`src/rtl/des_ctrl_pkg.sv`:
```
// Shared types and constants for the Triple-DES sequencer.
// Contents:
//   state_t  - sequencer FSM states (IDLE, LAUNCH, WAIT, FINISH)
//   DES_ENC / DES_DEC - mode encoding presented to the DES core
//   PASS_W / pass_t   - width and type of the pass index
package des_ctrl_pkg;

  typedef enum logic [1:0] {
    IDLE   = 2'd0,
    LAUNCH = 2'd1,
    WAIT   = 2'd2,
    FINISH = 2'd3
  } state_t;

  localparam logic DES_ENC = 1'b0;
  localparam logic DES_DEC = 1'b1;

  localparam int PASS_W = 2;
  typedef logic [PASS_W-1:0] pass_t;

endpackage

```
`src/rtl/triple_des_sequencer_if.sv`:
```
// Bundle of the job-side and core-side signals of the Triple-DES sequencer.
// Job side  : start, decrypt, block_in, key1, key2 (requests)
//             busy, done, err, block_out (status and result)
// Core side : core_start, core_in, core_key, core_decrypt (launch)
//             core_done, core_out (core response)
// Modports  : slave  - the sequencer
//             master - the surroundings (block register, DES core, bench)
interface triple_des_sequencer_if;

  logic        start;
  logic        decrypt;
  logic [63:0] block_in;
  logic [63:0] key1;
  logic [63:0] key2;
  logic        busy;
  logic        done;
  logic        err;
  logic [63:0] block_out;

  logic        core_start;
  logic [63:0] core_in;
  logic [63:0] core_key;
  logic        core_decrypt;
  logic        core_done;
  logic [63:0] core_out;

  modport slave (
    input  start, decrypt, block_in, key1, key2, core_done, core_out,
    output busy, done, err, block_out, core_start, core_in, core_key, core_decrypt
  );

  modport master (
    output start, decrypt, block_in, key1, key2, core_done, core_out,
    input  busy, done, err, block_out, core_start, core_in, core_key, core_decrypt
  );

endinterface

```
`src/rtl/des_pass_select.sv`:
```
// Combinational key/mode schedule for two-key Triple-DES (E-D-E / D-E-D).
// Ports:
//   pass         in  current pass index (0..2)
//   decrypt      in  latched job mode
//   key1, key2   in  latched job keys
//   core_key     out key for this pass (k1, k2, k1)
//   core_decrypt out mode for this pass (job mode, inverted, job mode)
// With PASSES=1 it always selects key1 and the job mode.
module des_pass_select
  import des_ctrl_pkg::*;
#(
  parameter int PASSES = 3
) (
  input  pass_t       pass,
  input  logic        decrypt,
  input  logic [63:0] key1,
  input  logic [63:0] key2,
  output logic [63:0] core_key,
  output logic        core_decrypt
);

  always_comb begin
    core_key     = key1;
    core_decrypt = decrypt;
    // Only the middle pass differs: second key, opposite direction.
    if ((PASSES > 1) && (pass == pass_t'(1))) begin
      core_key     = key2;
      core_decrypt = (decrypt == DES_DEC) ? DES_ENC : DES_DEC;
    end
  end

endmodule

```
`src/rtl/triple_des_sequencer.sv`:
```
// Iterative Triple-DES controller time-sharing one external single-DES core.
// A job (block, keys, mode) is latched on start in IDLE; the core is then
// launched once per pass, each result feeding the next pass, and a one-cycle
// done pulse presents the final block.
// Ports:
//   CLOCK_50  in  system clock (rising edge)
//   rst       in  asynchronous active-high reset
//   bus       slave modport of triple_des_sequencer_if (job + core signals)
// Parameters:
//   PASSES  3 = Triple-DES, 1 = single DES with key1
//   TIMEOUT cycles to wait for core_done in one pass before aborting with err
//   TW      timer width, 2**TW > TIMEOUT
module triple_des_sequencer
  import des_ctrl_pkg::*;
#(
  parameter int PASSES  = 3,
  parameter int TIMEOUT = 255,
  parameter int TW      = 8
) (
  input logic                   CLOCK_50,
  input logic                   rst,
  triple_des_sequencer_if.slave bus
);

  state_t        state;
  state_t        state_nxt;
  pass_t         pass;
  logic [TW-1:0] timer;
  logic [63:0]   data_reg;
  logic [63:0]   k1_reg;
  logic [63:0]   k2_reg;
  logic          dec_reg;
  logic          err_reg;
  logic [63:0]   out_reg;
  logic [63:0]   sel_key;
  logic          sel_dec;
  logic          last_pass;
  logic          timeout;

  assign last_pass = (pass == pass_t'(PASSES - 1));
  // The timer counts completed WAIT cycles; this flags the last allowed one.
  assign timeout   = (timer == TW'(TIMEOUT - 1));

  // State register
  always_ff @(posedge CLOCK_50 or posedge rst) begin
    if (rst) state <= IDLE;
    else     state <= state_nxt;
  end

  // Next-state logic
  always_comb begin
    state_nxt = state;
    case (state)
      IDLE:    if (bus.start) state_nxt = LAUNCH;
      LAUNCH:  state_nxt = WAIT;
      WAIT: begin
        // core_done takes priority over a coincident timeout.
        if (bus.core_done) state_nxt = last_pass ? FINISH : LAUNCH;
        else if (timeout)  state_nxt = FINISH;
      end
      FINISH:  state_nxt = IDLE;
      default: state_nxt = IDLE;
    endcase
  end

  // Moore outputs
  always_comb begin
    bus.busy       = (state != IDLE);
    bus.done       = (state == FINISH);
    bus.core_start = (state == LAUNCH);
  end

  // Job registers, pass index, per-pass timer and result capture
  always_ff @(posedge CLOCK_50 or posedge rst) begin
    if (rst) begin
      pass     <= '0;
      timer    <= '0;
      data_reg <= '0;
      k1_reg   <= '0;
      k2_reg   <= '0;
      dec_reg  <= DES_ENC;
      err_reg  <= 1'b0;
      out_reg  <= '0;
    end else begin
      case (state)
        IDLE: begin
          if (bus.start) begin
            data_reg <= bus.block_in;
            k1_reg   <= bus.key1;
            k2_reg   <= bus.key2;
            dec_reg  <= bus.decrypt;
            pass     <= '0;
            err_reg  <= 1'b0;
          end
        end
        LAUNCH: timer <= '0;
        WAIT: begin
          if (bus.core_done) begin
            data_reg <= bus.core_out;
            // Loaded on entry to FINISH so the result is visible with done.
            if (last_pass) out_reg <= bus.core_out;
            else           pass    <= pass + pass_t'(1);
          end else begin
            timer <= timer + TW'(1);
            if (timeout) begin
              err_reg <= 1'b1;
              out_reg <= data_reg;
            end
          end
        end
        default: ;
      endcase
    end
  end

  des_pass_select #(
    .PASSES (PASSES)
  ) u_pass_select (
    .pass         (pass),
    .decrypt      (dec_reg),
    .key1         (k1_reg),
    .key2         (k2_reg),
    .core_key     (sel_key),
    .core_decrypt (sel_dec)
  );

  // data_reg only changes on core_done or in IDLE, so the core inputs stay
  // stable from launch until the core answers.
  assign bus.core_in      = data_reg;
  assign bus.core_key     = sel_key;
  assign bus.core_decrypt = sel_dec;
  assign bus.err          = err_reg;
  assign bus.block_out    = out_reg;

endmodule

```
`src/flat_wrapper.sv`:
```
// flat-port wrapper written by rule: the top's interface ports become plain ports
module triple_des_sequencer_flat import des_ctrl_pkg::*;
#(
  parameter int PASSES  = 3,
  parameter int TIMEOUT = 255,
  parameter int TW      = 8
)
  (CLOCK_50, rst, bus_start, bus_decrypt, bus_block_in, bus_key1, bus_key2, bus_core_done, bus_core_out, bus_busy, bus_done, bus_err, bus_block_out, bus_core_start, bus_core_in, bus_core_key, bus_core_decrypt);
  triple_des_sequencer_if bus_i ();
  input logic CLOCK_50;
  input logic rst;
  input wire logic [$bits(bus_i.start)-1:0] bus_start;
  input wire logic [$bits(bus_i.decrypt)-1:0] bus_decrypt;
  input wire logic [$bits(bus_i.block_in)-1:0] bus_block_in;
  input wire logic [$bits(bus_i.key1)-1:0] bus_key1;
  input wire logic [$bits(bus_i.key2)-1:0] bus_key2;
  input wire logic [$bits(bus_i.core_done)-1:0] bus_core_done;
  input wire logic [$bits(bus_i.core_out)-1:0] bus_core_out;
  output wire logic [$bits(bus_i.busy)-1:0] bus_busy;
  output wire logic [$bits(bus_i.done)-1:0] bus_done;
  output wire logic [$bits(bus_i.err)-1:0] bus_err;
  output wire logic [$bits(bus_i.block_out)-1:0] bus_block_out;
  output wire logic [$bits(bus_i.core_start)-1:0] bus_core_start;
  output wire logic [$bits(bus_i.core_in)-1:0] bus_core_in;
  output wire logic [$bits(bus_i.core_key)-1:0] bus_core_key;
  output wire logic [$bits(bus_i.core_decrypt)-1:0] bus_core_decrypt;
  assign bus_i.start = bus_start;
  assign bus_i.decrypt = bus_decrypt;
  assign bus_i.block_in = bus_block_in;
  assign bus_i.key1 = bus_key1;
  assign bus_i.key2 = bus_key2;
  assign bus_i.core_done = bus_core_done;
  assign bus_i.core_out = bus_core_out;
  assign bus_busy = bus_i.busy;
  assign bus_done = bus_i.done;
  assign bus_err = bus_i.err;
  assign bus_block_out = bus_i.block_out;
  assign bus_core_start = bus_i.core_start;
  assign bus_core_in = bus_i.core_in;
  assign bus_core_key = bus_i.core_key;
  assign bus_core_decrypt = bus_i.core_decrypt;
  triple_des_sequencer #(.PASSES(PASSES), .TIMEOUT(TIMEOUT), .TW(TW)) u_core (.CLOCK_50(CLOCK_50), .rst(rst), .bus(bus_i));
endmodule
```
`config.mk`:
```
export PLATFORM = sky130hd
export DESIGN_NAME = triple_des_sequencer_flat
export DESIGN_NICKNAME = d
export VERILOG_FILES = /design/src/rtl/des_ctrl_pkg.sv /design/src/rtl/triple_des_sequencer_if.sv /design/src/rtl/des_pass_select.sv /design/src/rtl/triple_des_sequencer.sv /design/src/flat_wrapper.sv
export SDC_FILE = /design/constraint.sdc
export NUM_CORES = 1
export LEC_CHECK = 0
export CAP_MARGIN = 25
export CORE_AREA = 2 2 178 180
export DETAILED_ROUTE_END_ITERATION = 10
export DIE_AREA = 0 0 180 182
export PLACE_DENSITY = 0.78
export SLEW_MARGIN = 5
export SYNTH_ARGS = -nofsm -noshare
export SYNTH_HDL_FRONTEND = slang
export SYNTH_SLANG_ARGS = --single-unit
```
`constraint.sdc`:
```
create_clock -name CLOCK_50 -period 23.2 [get_ports CLOCK_50]
set_input_delay 3.48 -clock CLOCK_50 [delete_from_list [all_inputs] [get_ports CLOCK_50]]
set_output_delay 3.48 -clock CLOCK_50 [all_outputs]
set_load 0.02 [all_outputs]
```
==> summary.txt <==
Run status
  – Status: finished clean

Clock tree
  – Clk Latency, worst-skew pair: 0.57 ns
  – Bufs on Longest Clock Path: 3
  – PostCTS Resize Cnt: 0
  – Clk slew on worst S/H paths: 0.06 ns
  – H-tree depth: 1
  – Clock Sinks: 270
  – Hold Buf Count CTS: 0
  – CTS tree: built
  – Post-CTS Setup Inserts: 0
  – Clk Tree Root Cell: clkbuf_16
  – Total CTS buffers: 30

Detailed routing
  – Remaining design rule violation count: 0
  – Vias/cell: 5.575
  – Detailed Route WL: 42.10 mm
  – Antenna viol nets, final: 0
  – DRT iter0 DRCs: 730
  – DRT Pass-1 Iters: 5
  – Vias: 11039
  – WL/cell: 21.26 µm

Die
  – Die Wd: 180 µm
  – Io pins: 458
  – Chip Height: 182 µm
  – Row cnt: 65
  – Starting Density: 0.4350
  – Die area: 32760 µm²
  – Core Region: 30990 µm²

Critical path
  – Arr. time, crit path: 2.96 ns
  – Worst Path Max Fanout: 65
  – CP max stage cell: buf_4
  – Worst EP required: 19.72 ns
  – Crit Path Class: reg2out
  – Worst setup EP type: output port
  – Crit path cell chain: inv_1 -> ha_2 -> buf_4 -> mux2_2 -> clkdlybuf4s50_1
  – Largest stage delay, worst path: 0.71 ns
  – Element type at the critical path start: flop

Run
  – Max cap viols: 0

Power and ir drop
  – Switching share of total power: 0.3651
  – Flop pwr share: 0.315
  – Switching pwr: 0.9800 mW
  – VDD IR max: 0.09888 mV
  – Pwr dens: 138.4 nW/µm²
  – Tot Pwr: 2.684 mW
  – Combinational share of power: 0.479
  – Clock power frac: 0.206
  – Internal: 1.704 mW
  – Leakage: 7.343 nW

Timing
  – Endpoints failing hold: 0
  – Peak Freq: 155.2 MHz
  – Setup TNS: 0 ns
  – Final setup fails: 0
  – Max transition margin: 0.2602
  – Worst Clk Skew: 0.02014 ns
  – RSZ-0062 raised after global routing: false
  – Worst-margin pin slew: 1.110 ns
  – Tmin final: 6.444 ns
  – WHS: 0.4818 ns
  – Final critical-path share of the clock period: 0.2778
  – Final Max Slew Viols: 0

Cells and area
  – Syn-to-layout area delta: 43.92%
  – Fin util: 0.6261
  – Fin cells: 1980
  – NumNets Final: 1818
  – Share of cells above drive strength 1: 0.1307

Synth
  – Main synth FF type: dfrtp_1
  – Ys async rst share: 1.000
  – Yosys reg bits: 270
  – Netlist cell types: 43
  – Sequential share of the synthesized area: 0.5013
  – Syn nets: 1414
  – Mean Syn Cell Area: 11.73 µm²
  – Mapped cell area: 13480 µm²
  – Cell count after synthesis: 1149
  – YS warnings: 0
  – Post-synth EDFFs: 0

Placed design
  – Routability Congestion: 0.8838
  – Port bufs: 457
  – Post-Place Cells: 1920
  – HPWL after detailed placement: 27.64 mm

Global routing
  – Antenna violations before repair: 2
  – Vias in the first global route: 11431
  – GRT overflow: 0
  – Aggregate global-route resource usage: 0.2500
  – First-pass GRT wire length: 66.05 mm
  – Pin count of the biggest net entering global routing: 90

Worst hold path
  – Hold WC Path Type: reg2reg
-- metal layers --
metal	share of wire	up-vias	track usage
met5	0	-	0
met4	0.035	0	0.09301
met3	0.060	83	0.04252
met2	0.49	427	0.4170
met1	0.42	5528	0.3278
li1	-	5001	-
-- power by group through the flow --
stage               Sequential (mW)  Combinational (mW)  Clock, mW
CTS                           0.843                1.29      0.566
floorplan                     0.926               0.650          0
global placement              0.832                1.27          0
global route                  0.877                1.36      0.584
detailed placement            0.848                1.29          0
finish                        0.846                1.28      0.554
-- cell families after synthesis --
kind of cell    Yosys count  synth area share
compound gates          147           0.05718
xor+xnor                  1         0.0006499
fa+ha+maj                 4          0.003713
buf+inv                 111           0.04196
flops                   270            0.5013
mux                     323            0.2697
simple gates            293            0.1256
-- per-stage QoR --
stage          worst slack [ns]  instance area, µm²
4_1_cts                   16.72               19330
5_1_grt                   16.63               19400
2_1_floorplan             12.28               13480
3_3_place_gp              16.93               18170
3_5_place_dp              16.86               18170
6_report                  16.76               19400
-- synthesized netlist by cell type (3+ instances only) --
master	number	share of area
dfrtp_1	270	0.50
mux2_1	193	0.16
nand4_1	131	0.061
o21ai_0	129	0.048
mux2_2	128	0.11
nand2_1	66	0.018
nor2b_1	66	0.031
clkbuf_1	51	0.014
buf_2	29	0.011
buf_4	14	0.0078
buf_6	8	0.0067
inv_1	8	0.0022
a21oi_1	4	0.0015
ha_1	4	0.0037
nand3b_1	4	0.0022
nor2_1	4	0.0011
nor3_1	4	0.0015
o21ai_1	4	0.0015
nand2b_1	3	0.0014
nand3_1	3	0.0011
-- cell type report --
type | instances | area, µm²
fillers | 2433 | 11590
flip-flops and latches | 270 | 6756
multi-input cells | 768 | 6190
repair buffers | 475 | 4751
clock buffers | 40 | 818.3
well taps | 402 | 503.0
clock inverters | 15 | 339.1
inverters | 8 | 37.54
diodes | 2 | 5.005
-- worst paths after layout --
kind / from / end / slack, ns / cells after the start
max in group asynchronous: rst / u_core.bus.core_in[44] / 18.05 / 5
hold reg to reg: u_core.k2_reg[25] / u_core.k2_reg[25] / 0.48 / 1
min in group asynchronous: rst / u_core.bus.core_in[2] / 3.40 / 2
setup reg to reg: u_core.state[0] / u_core.bus.core_in[1] / 19.88 / 4
setup / recovery: u_core.pass[1] / bus_core_key[24] / 16.76 / 5
hold / removal: u_core.k2_reg[25] / u_core.k2_reg[25] / 0.48 / 1
-- placed cells by master, fill, tap and decap left out, drive strengths merged, types with 3 or more instances in the layout --
master / synthesis / routed
dfrtp: 270 / 270
bufinv: 0 / 9
inv: 8 / 8
clkinvlp: 0 / 4
nand3b: 4 / 4
nor3: 4 / 4
a21oi: 4 / 4
nand2b: 4 / 4
clkdlybuf4s50: 0 / 456
buf: 52 / 18
mux2: 321 / 321
ha: 4 / 4
o21ai: 133 / 133
nand3: 3 / 3
nor2b: 66 / 66
nand4: 131 / 131
clkbuf: 51 / 41
nor2: 5 / 5
nand2: 66 / 66
-- critical path: cells and delay by family (launching register included) --
kind                       cells  cell delay (ns)
buffers and inverters          3             1.34
muxes                          1             0.43
adders and majority gates      1             0.15
DFF                            1             0.40
Power figures use the tool's default switching activity.
